$ cat src/rtl/threshold_pkg.sv
// Shared types and constants for the threshold controller / discriminator pair.
package threshold_pkg;

  localparam int N_P = 12;

  typedef enum logic [2:0] {
    IDLE,
    ARMING,
    ARMED,
    ABOVE,
    HOLDOFF
  } disc_state_t;

  function automatic logic [15:0] sat_inc16(input logic [15:0] v);
    return (v == 16'hFFFF) ? v : v + 16'd1;
  endfunction

endpackage

$ cat src/rtl/threshold_discriminator_if.sv
// Sample/threshold input bundle and event outputs of the threshold discriminator.
interface threshold_discriminator_if #(
  parameter int N_P       = threshold_pkg::N_P,
  parameter int HOLDOFF_W = 8
);
  logic                  enable;
  logic                  sample_valid;
  logic signed [N_P-1:0] sample;
  logic signed [N_P-1:0] threshold;
  logic [HOLDOFF_W-1:0]  holdoff;
  logic                  trig;
  logic signed [N_P-1:0] peak;
  logic                  peak_valid;
  logic                  busy;
  logic [15:0]           event_count;

  modport master (
    output enable, sample_valid, sample, threshold, holdoff,
    input  trig, peak, peak_valid, busy, event_count
  );

  modport slave (
    input  enable, sample_valid, sample, threshold, holdoff,
    output trig, peak, peak_valid, busy, event_count
  );
endinterface

$ cat src/rtl/threshold_discriminator.sv
// Upward-crossing discriminator with hysteresis, hold-off, peak capture and a
// saturating event counter. All outputs are registered.
module threshold_discriminator #(
  parameter int N_P       = threshold_pkg::N_P,
  parameter int HYST      = 4,
  parameter int HOLDOFF_W = 8
) (
  input  logic                        clk,
  input  logic                        reset,
  threshold_discriminator_if.slave    bus
);
  import threshold_pkg::*;

  localparam logic signed [N_P:0] HYST_X = (N_P+1)'(HYST);

  disc_state_t           state;
  logic signed [N_P-1:0] thr_l;
  logic signed [N_P-1:0] peak_r;
  logic [HOLDOFF_W-1:0]  ho_cnt;

  logic                  trig;
  logic signed [N_P-1:0] peak;
  logic                  peak_valid;
  logic                  busy;
  logic [15:0]           event_count;

  // One extra bit so thr_l - HYST cannot wrap near the negative rail.
  logic signed [N_P:0]   rel_lim;
  logic signed [N_P:0]   sample_x;
  logic                  release_hit;

  always_comb begin
    rel_lim     = $signed({thr_l[N_P-1], thr_l}) - HYST_X;
    sample_x    = $signed({bus.sample[N_P-1], bus.sample});
    release_hit = bus.sample_valid && (sample_x < rel_lim);
  end

  always_ff @(posedge clk or negedge reset) begin
    if (!reset) begin
      state       <= IDLE;
      thr_l       <= '0;
      peak_r      <= '0;
      ho_cnt      <= '0;
      trig        <= 1'b0;
      peak        <= '0;
      peak_valid  <= 1'b0;
      busy        <= 1'b0;
      event_count <= '0;
    end else begin
      trig       <= 1'b0;
      peak_valid <= 1'b0;
      if (!bus.enable) begin
        state <= IDLE;
        busy  <= 1'b0;
      end else begin
        case (state)
          IDLE: state <= ARMING;
          ARMING: begin
            if (bus.sample_valid && (bus.sample < bus.threshold))
              state <= ARMED;
          end
          ARMED: begin
            if (bus.sample_valid && (bus.sample >= bus.threshold)) begin
              thr_l       <= bus.threshold;
              peak_r      <= bus.sample;
              trig        <= 1'b1;
              event_count <= sat_inc16(event_count);
              busy        <= 1'b1;
              state       <= ABOVE;
            end
          end
          ABOVE: begin
            if (release_hit) begin
              peak       <= peak_r;
              peak_valid <= 1'b1;
              if (bus.holdoff != '0) begin
                ho_cnt <= bus.holdoff;
                state  <= HOLDOFF;
              end else begin
                busy  <= 1'b0;
                state <= ARMING;
              end
            end else if (bus.sample_valid && (bus.sample > peak_r)) begin
              peak_r <= bus.sample;
            end
          end
          HOLDOFF: begin
            // ho_cnt holds the remaining HOLDOFF cycles including this one.
            if (ho_cnt <= HOLDOFF_W'(1)) begin
              busy  <= 1'b0;
              state <= ARMING;
            end else begin
              ho_cnt <= ho_cnt - HOLDOFF_W'(1);
            end
          end
          default: state <= IDLE;
        endcase
      end
    end
  end

  assign bus.trig        = trig;
  assign bus.peak        = peak;
  assign bus.peak_valid  = peak_valid;
  assign bus.busy        = busy;
  assign bus.event_count = event_count;

endmodule

$ cat src/flat_wrapper.sv
// flat-port wrapper written by rule: the top's interface ports become plain ports
module threshold_discriminator_flat import threshold_pkg::*;
#(
  parameter int N_P       = threshold_pkg::N_P,
  parameter int HYST      = 4,
  parameter int HOLDOFF_W = 8
)
  (clk, reset, bus_enable, bus_sample_valid, bus_sample, bus_threshold, bus_holdoff, bus_trig, bus_peak, bus_peak_valid, bus_busy, bus_event_count);
  threshold_discriminator_if #(.N_P(N_P), .HOLDOFF_W(HOLDOFF_W)) bus_i ();
  input  logic clk;
  input  logic reset;
  input wire logic [$bits(bus_i.enable)-1:0] bus_enable;
  input wire logic [$bits(bus_i.sample_valid)-1:0] bus_sample_valid;
  input wire logic [$bits(bus_i.sample)-1:0] bus_sample;
  input wire logic [$bits(bus_i.threshold)-1:0] bus_threshold;
  input wire logic [$bits(bus_i.holdoff)-1:0] bus_holdoff;
  output wire logic [$bits(bus_i.trig)-1:0] bus_trig;
  output wire logic [$bits(bus_i.peak)-1:0] bus_peak;
  output wire logic [$bits(bus_i.peak_valid)-1:0] bus_peak_valid;
  output wire logic [$bits(bus_i.busy)-1:0] bus_busy;
  output wire logic [$bits(bus_i.event_count)-1:0] bus_event_count;
  assign bus_i.enable = bus_enable;
  assign bus_i.sample_valid = bus_sample_valid;
  assign bus_i.sample = bus_sample;
  assign bus_i.threshold = bus_threshold;
  assign bus_i.holdoff = bus_holdoff;
  assign bus_trig = bus_i.trig;
  assign bus_peak = bus_i.peak;
  assign bus_peak_valid = bus_i.peak_valid;
  assign bus_busy = bus_i.busy;
  assign bus_event_count = bus_i.event_count;
  threshold_discriminator #(.N_P(N_P), .HYST(HYST), .HOLDOFF_W(HOLDOFF_W)) u_core (.clk(clk), .reset(reset), .bus(bus_i));
endmodule
$ cat config.mk
export PLATFORM = sky130hd
export DESIGN_NAME = threshold_discriminator_flat
export DESIGN_NICKNAME = d
export VERILOG_FILES = /design/src/rtl/threshold_pkg.sv /design/src/rtl/threshold_discriminator_if.sv /design/src/rtl/threshold_discriminator.sv /design/src/flat_wrapper.sv
export SDC_FILE = /design/constraint.sdc
export NUM_CORES = 1
export LEC_CHECK = 0
export BUFFER_PORTS_ARGS = -buffer_cell sky130_fd_sc_hd__buf_2
export CAP_MARGIN = 0
export CORE_UTILIZATION = 40
export CTS_CLUSTER_SIZE = 12
export DETAILED_ROUTE_END_ITERATION = 16
export GPL_TIMING_DRIVEN = 0
export SETUP_SLACK_MARGIN = 0.02
export SLEW_MARGIN = 20
export SYNTH_ARGS = -nofsm -noshare
export SYNTH_HDL_FRONTEND = slang
export SYNTH_SLANG_ARGS = --single-unit
$ cat constraint.sdc
create_clock -name clk -period 3.1 [get_ports clk]
set_input_delay 0.31 -clock clk [delete_from_list [all_inputs] [get_ports clk]]
set_output_delay 0.31 -clock clk [all_outputs]
set_load 0.005 [all_outputs]
[Yosys cells after proc, flatten, opt, wreduce, memory -nomap -nowiden]
Index checks and enable logic that the tools add are counted.
Cells by class
  add/subtract/negate cells: 3
  order comparisons: 5
  equality and inequality tests: 17
  mux-type cells: 27
  bitwise operators: 1
  reduce and logical (&&, ||, !) cells: 15
Operator list (number)
  $mux W12: 3
  $mux W8: 3
  $pmux W12 S2: 1
  $mux W3: 6
  $add A16 B1 Y16 const B: 1
  $eq A16 B16 Y1 const B: 1
  $pmux W8 S2: 1
  $pmux W3 S5: 1
  $reduce_and A5 Y1: 3
  $lt A12 B13 Y1: 1
  $sub A12 B4 Y13 const B: 1
  $ge A12 B12 Y1: 1
  $gt A12 B12 Y1: 1
  $lt A12 B12 Y1: 1
  $ne A3 B2 Y1 const B: 4
  $mux W1: 11
  $le A8 B1 Y1 const B: 1
  $ne A2 B1 Y1 const B: 4
  $reduce_and A4 Y1: 2
  $reduce_bool A8 Y1: 1
  $sub A8 B1 Y8 const B: 1
  $eq A3 B2 Y1 const B: 2
  $reduce_and A3 Y1: 2
  $logic_and A1 B1 Y1: 4
  other kinds (9): 11
Storage, ports and cells
  flip-flop bits (word level): 66
  output and inout port bits: 31
  logic and storage cells: 77

[Logic depth before layout (Yosys ltp)]
  depth after elaboration: 6
  depth in mapped cells: 14

[Worst setup path after synthesis]
No wires, ideal clock.
  kind: register to register
  start: register u_core.thr_l[6]
  end: register u_core.peak_r[10]
  library setup time: 0.127 ns
  data arrival time: 3.074 ns
  required time: 2.973 ns
  setup slack: -0.101 ns
  cell stages (with the launch flop): 14
  period minus slack after synthesis: 3.201 ns
  cell sequence: dfrtp_1 -> nor4_1 -> nand2_1 -> nor3_1 -> a21oi_1 -> ha_1 -> buf_2 -> a21oi_1 -> o21ai_1 -> a211oi_4 -> mux2i_1 -> o41ai_4 -> buf_6 -> mux2_1
Between the ends
  word-level cells in the longest chain between the ends: 5
Ends and longest elaborated chain
  start: declaration: line threshold_discriminator.sv:17  | logic signed [N_P-1:0] thr_l;
  start signal: assignment: line threshold_discriminator.sv:64  | thr_l <= bus.threshold;
  $sub A12 B4 Y13: line threshold_discriminator.sv:33  | rel_lim = $signed({thr_l[N_P-1], thr_l}) - HYST_X;
  $lt A12 B13 Y1: line threshold_discriminator.sv:35  | release_hit = bus.sample_valid && (sample_x < rel_lim);
  $logic_and A1 B1 Y1: line threshold_discriminator.sv:35
  $ne A2 B2 Y1 (no line)
  $reduce_and A5 Y1 (no line)
  end signal: assignment: line threshold_discriminator.sv:65  | peak_r <= bus.sample;
  end signal: assignment: line threshold_discriminator.sv:84  | peak_r <= bus.sample;
  end: declaration: line threshold_discriminator.sv:18  | logic signed [N_P-1:0] peak_r;
Every way passes these cells.
A chain may end at the register's enable or synchronous reset.

[Worst setup path in the final report]
  start: register u_core.thr_l[5]
  end: register u_core.peak_r[7]
The elaborated chain is that of the path after synthesis.

==> metrics.yaml <==
ff_latch_area_mm2: 0.00165
grt_overflow: 0
diodes: 0
ys_ff_latch: 66
die_area_mm2: 0.0105
synth.net_count: 489
status: "finished with violations"
clk_latency_ns: 0.35
final_common_cell: "buf_2"
worst_ep_arrival_time_ns: 3.46
grt_use_total_pct: 20.4
path_class: "register to register"
grt_max_degree: 37
rr_endpoint: "u_core.peak_r[7]"
mostFrequentLayoutCells: "69 x buf_2, 64 x dfrtp_1, 40 x ha_1, 35 x inv_1, 33 x nand2_1"
slowest_stage: "dfrtp_1"
critPathMostFrequentCell: "nor4_4"
crit_path_cell_trace: "nor4_4 > buf_4 > nand2_2 > nor4_4 > xnor2_1 > ha_1 > nand4_1 > nor2_2 > a211oi_4 > mux2i_4 > o41ai_4 > buf_6 > mux2_1"
cts_buffer_depth: 2
place_congestion: 0.833
cts_tree: "yes"
cp_num_buf_inv: 2
cts_sinks: 66
start_kind: "register"
core_area_mm2: 0.00982
layout.nets: 584
ir_worst_vdd_v: 0.000292
syn_area_per_cell_um2: 9.82
vias: 3419
grt_pass1_vias: 3330
maxCapViolCount: 0
final_max_slew_viol_count: 0
drt_iter0_markers: 151
fmax_ghz: 0.309
initial_core_util_pct: 41.3
drc: 0
worstPathRequired_ns: 3.32
slowest_delay_ns: 0.43
skew_ns: 0.0215
synth_edf_count: 0
final_util_pct: 52.3
totalWireLength_um: 9830
r2r_cells: 13
syn-cell-area_mm2: 0.00406
setup_viol_count_final: 33
place_area_mm2: 0.00458
yosys_warnings: 0
r2r_start: "u_core.thr_l[5]"
multi_input_area_mm2: 0.00239
avgViaCountPerCell: 5.29
hold_depth: 2
cpLargestDelayFamily: "simple AND/OR/NAND/NOR gates"
ys_async_sr_fraction_pct: 100
fin_crit_ns: 3.24
antenna_found_initial: 0
cts-root-buf: "clkbuf_8"
drive_gt1_share_pct: 31.0
reg2reg_slack_ns: -0.14
endpoint_kind: "register"
io_buffers: 65
finalHoldViolCount: 0
ys_seq_area_share_pct: 40.7
htree_levels: 3
synthToLayoutAreaGrowth_pct: 26.7
hold_path_class: "input pin to register"
p_per_area_mw_per_mm2: 708
hold_end: "u_core.peak_r[0]"
ant_nets: 0
tightest_slew_ns: 0.936
io_pins: 67
rsz0062_at_grt: "yes"
grt_pass1_wl_um: 16400
final_cell_area_mm2: 0.00514
post-route-period-util_pct: 105
crit_fanout: 5
firstDrtPassIters: 4
violations: "setup timing"
ys_types: 46
fillers: 956
cts.clk_slew.worst_paths_ns: 0.09
min-delay-start: "bus_sample[0]"
p_leak_nw: 2.60
rows: 36
synthCells: 413
maxSlewHeadroom_pct: 36.8
synth_ff_type: "dfrtp_1"
cts_made_buffers: 9
worst_slack_ns: -0.140
fp.dieW_um: 103
fp.dieH_um: 103
post_drt_wl_per_cell_um: 15.2
hpwl_um: 7070
-- worst max-delay path by stage --
| stage | start | cells after the start | slack, ns | to |
|---|---|---|---|---|
| 2_1_floorplan | u_core.thr_l[6] | 13 | 0.01 | u_core.peak_r[10] |
| 3_3_place_gp | u_core.thr_l[6] | 12 | -0.53 | u_core.ho_cnt[0] |
| 3_5_place_dp | u_core.thr_l[6] | 12 | -0.65 | u_core.ho_cnt[0] |
| 4_1_cts | u_core.thr_l[7] | 14 | -0.19 | u_core.peak_r[7] |
| 5_1_grt | u_core.thr_l[5] | 13 | -0.28 | u_core.peak_r[7] |
| 6_report | u_core.thr_l[5] | 13 | -0.14 | u_core.peak_r[7] |
-- what timing repair did --
item / CTS / global route
setup buffers: 17 / 1
hold buffers: 1 / 0
pin swaps: 9 / 3
resized for setup: 37 / 14
endpoints found under the setup margin: 34 / 37
endpoints found under the hold margin: 30 / 0
cloned: 1 / 0
-- area by class of cell --
cell class | count | area share (%)
plain buffers | 12 | 1.51
multi-input cells | 300 | 46.6
flip-flops and latches | 66 | 32.2
clock inverters | 6 | 1.29
repair buffers | 84 | 9.96
inverters | 35 | 2.56
well taps | 133 | 3.24
clock buffers | 10 | 2.68
-- routing by layer --
| layer | part of all wire [%] | track usage [%] | wire, µm | vias up |
|---|---|---|---|---|
| li1 | - | - | - | 1675 |
| met5 | 0 | 0 | 0 | - |
| met4 | 1.6 | 6.48 | 154 | 0 |
| met1 | 47 | 27.4 | 4610 | 1641 |
| met3 | 4.8 | 4.61 | 470 | 12 |
| met2 | 47 | 32.6 | 4600 | 91 |
-- cell families (layout without fill, tap and decap cells) --
logic type	after synthesis	count (layout)	share of synthesized area, %
AND/OR/NAND/NOR	135	135	16.9
AO/OA/AOI/OAI	70	70	11.6
flip-flops	66	66	40.7
buffers and inverters	47	147	4.75
adder cells (fa/ha/maj)	40	40	12.3
multiplexers	32	32	8.73
XOR/XNOR	23	23	4.97
-- synth_stat cells, drive strengths merged, types with 5 or more instances --
cell type | instances | share of area (%)
nand4 | 11 | 1.7
xnor2 | 7 | 1.5
mux2i | 5 | 1.2
ha | 40 | 12
nand2 | 36 | 3.3
o21ai | 21 | 2.6
nand3 | 16 | 2.0
buf | 8 | 1.1
a21oi | 18 | 2.2
nor4 | 8 | 1.2
mux2 | 27 | 7.5
nor2 | 18 | 1.7
dfrtp | 66 | 41
nor3 | 18 | 2.2
a31oi | 5 | 0.77
xor2 | 16 | 3.5
inv | 35 | 3.2
a22oi | 6 | 1.1
a21o | 5 | 0.93
-- flip-flops by register name, summed over array words and instances (netlist names) --
name,flops
u_core.bus.trig,1
u_core.bus.event_count,16
u_core.ho_cnt,8
u_core.bus.peak,12
u_core.bus.peak_valid,1
u_core.bus.busy,1
u_core.thr_l,12
u_core.peak_r,12
u_core.state,3
-- stage by stage --
step	power, mW	hold slack [ns]	cells	setup slack, ns	TNS [ns]
3_3_place_gp	2.39	0.471	611	-0.534	-9.31
6_report	3.64	0.227	646	-0.140	-2.53
5_1_grt	3.93	0.211	646	-0.284	-7.37
2_1_floorplan	2.11	0.0144	413	0.0113	0
3_5_place_dp	2.44	0.289	612	-0.650	-11.81
4_1_cts	3.60	0.207	647	-0.189	-4.53
-- power breakdown --
| group | total (mW) | switching [mW] | leakage [nW] | internal, mW |
|---|---|---|---|---|
| registers | 1.22 | 0.182 | 0.888 | 1.04 |
| clock network | 0.750 | 0.356 | 0.0945 | 0.393 |
| logic | 1.66 | 0.799 | 1.62 | 0.863 |
-- worst register-to-register path, cell delays in order, from the launching register on --
cell and delay (ns):
dfrtp_1 0.43, nor4_4 0.33, buf_4 0.16, nand2_2 0.07
nor4_4 0.17, xnor2_1 0.16, ha_1 0.26, nand4_1 0.16
nor2_2 0.08, a211oi_4 0.29, mux2i_4 0.12, o41ai_4 0.35
buf_6 0.20, mux2_1 0.33
Power figures use the tool's default switching activity.
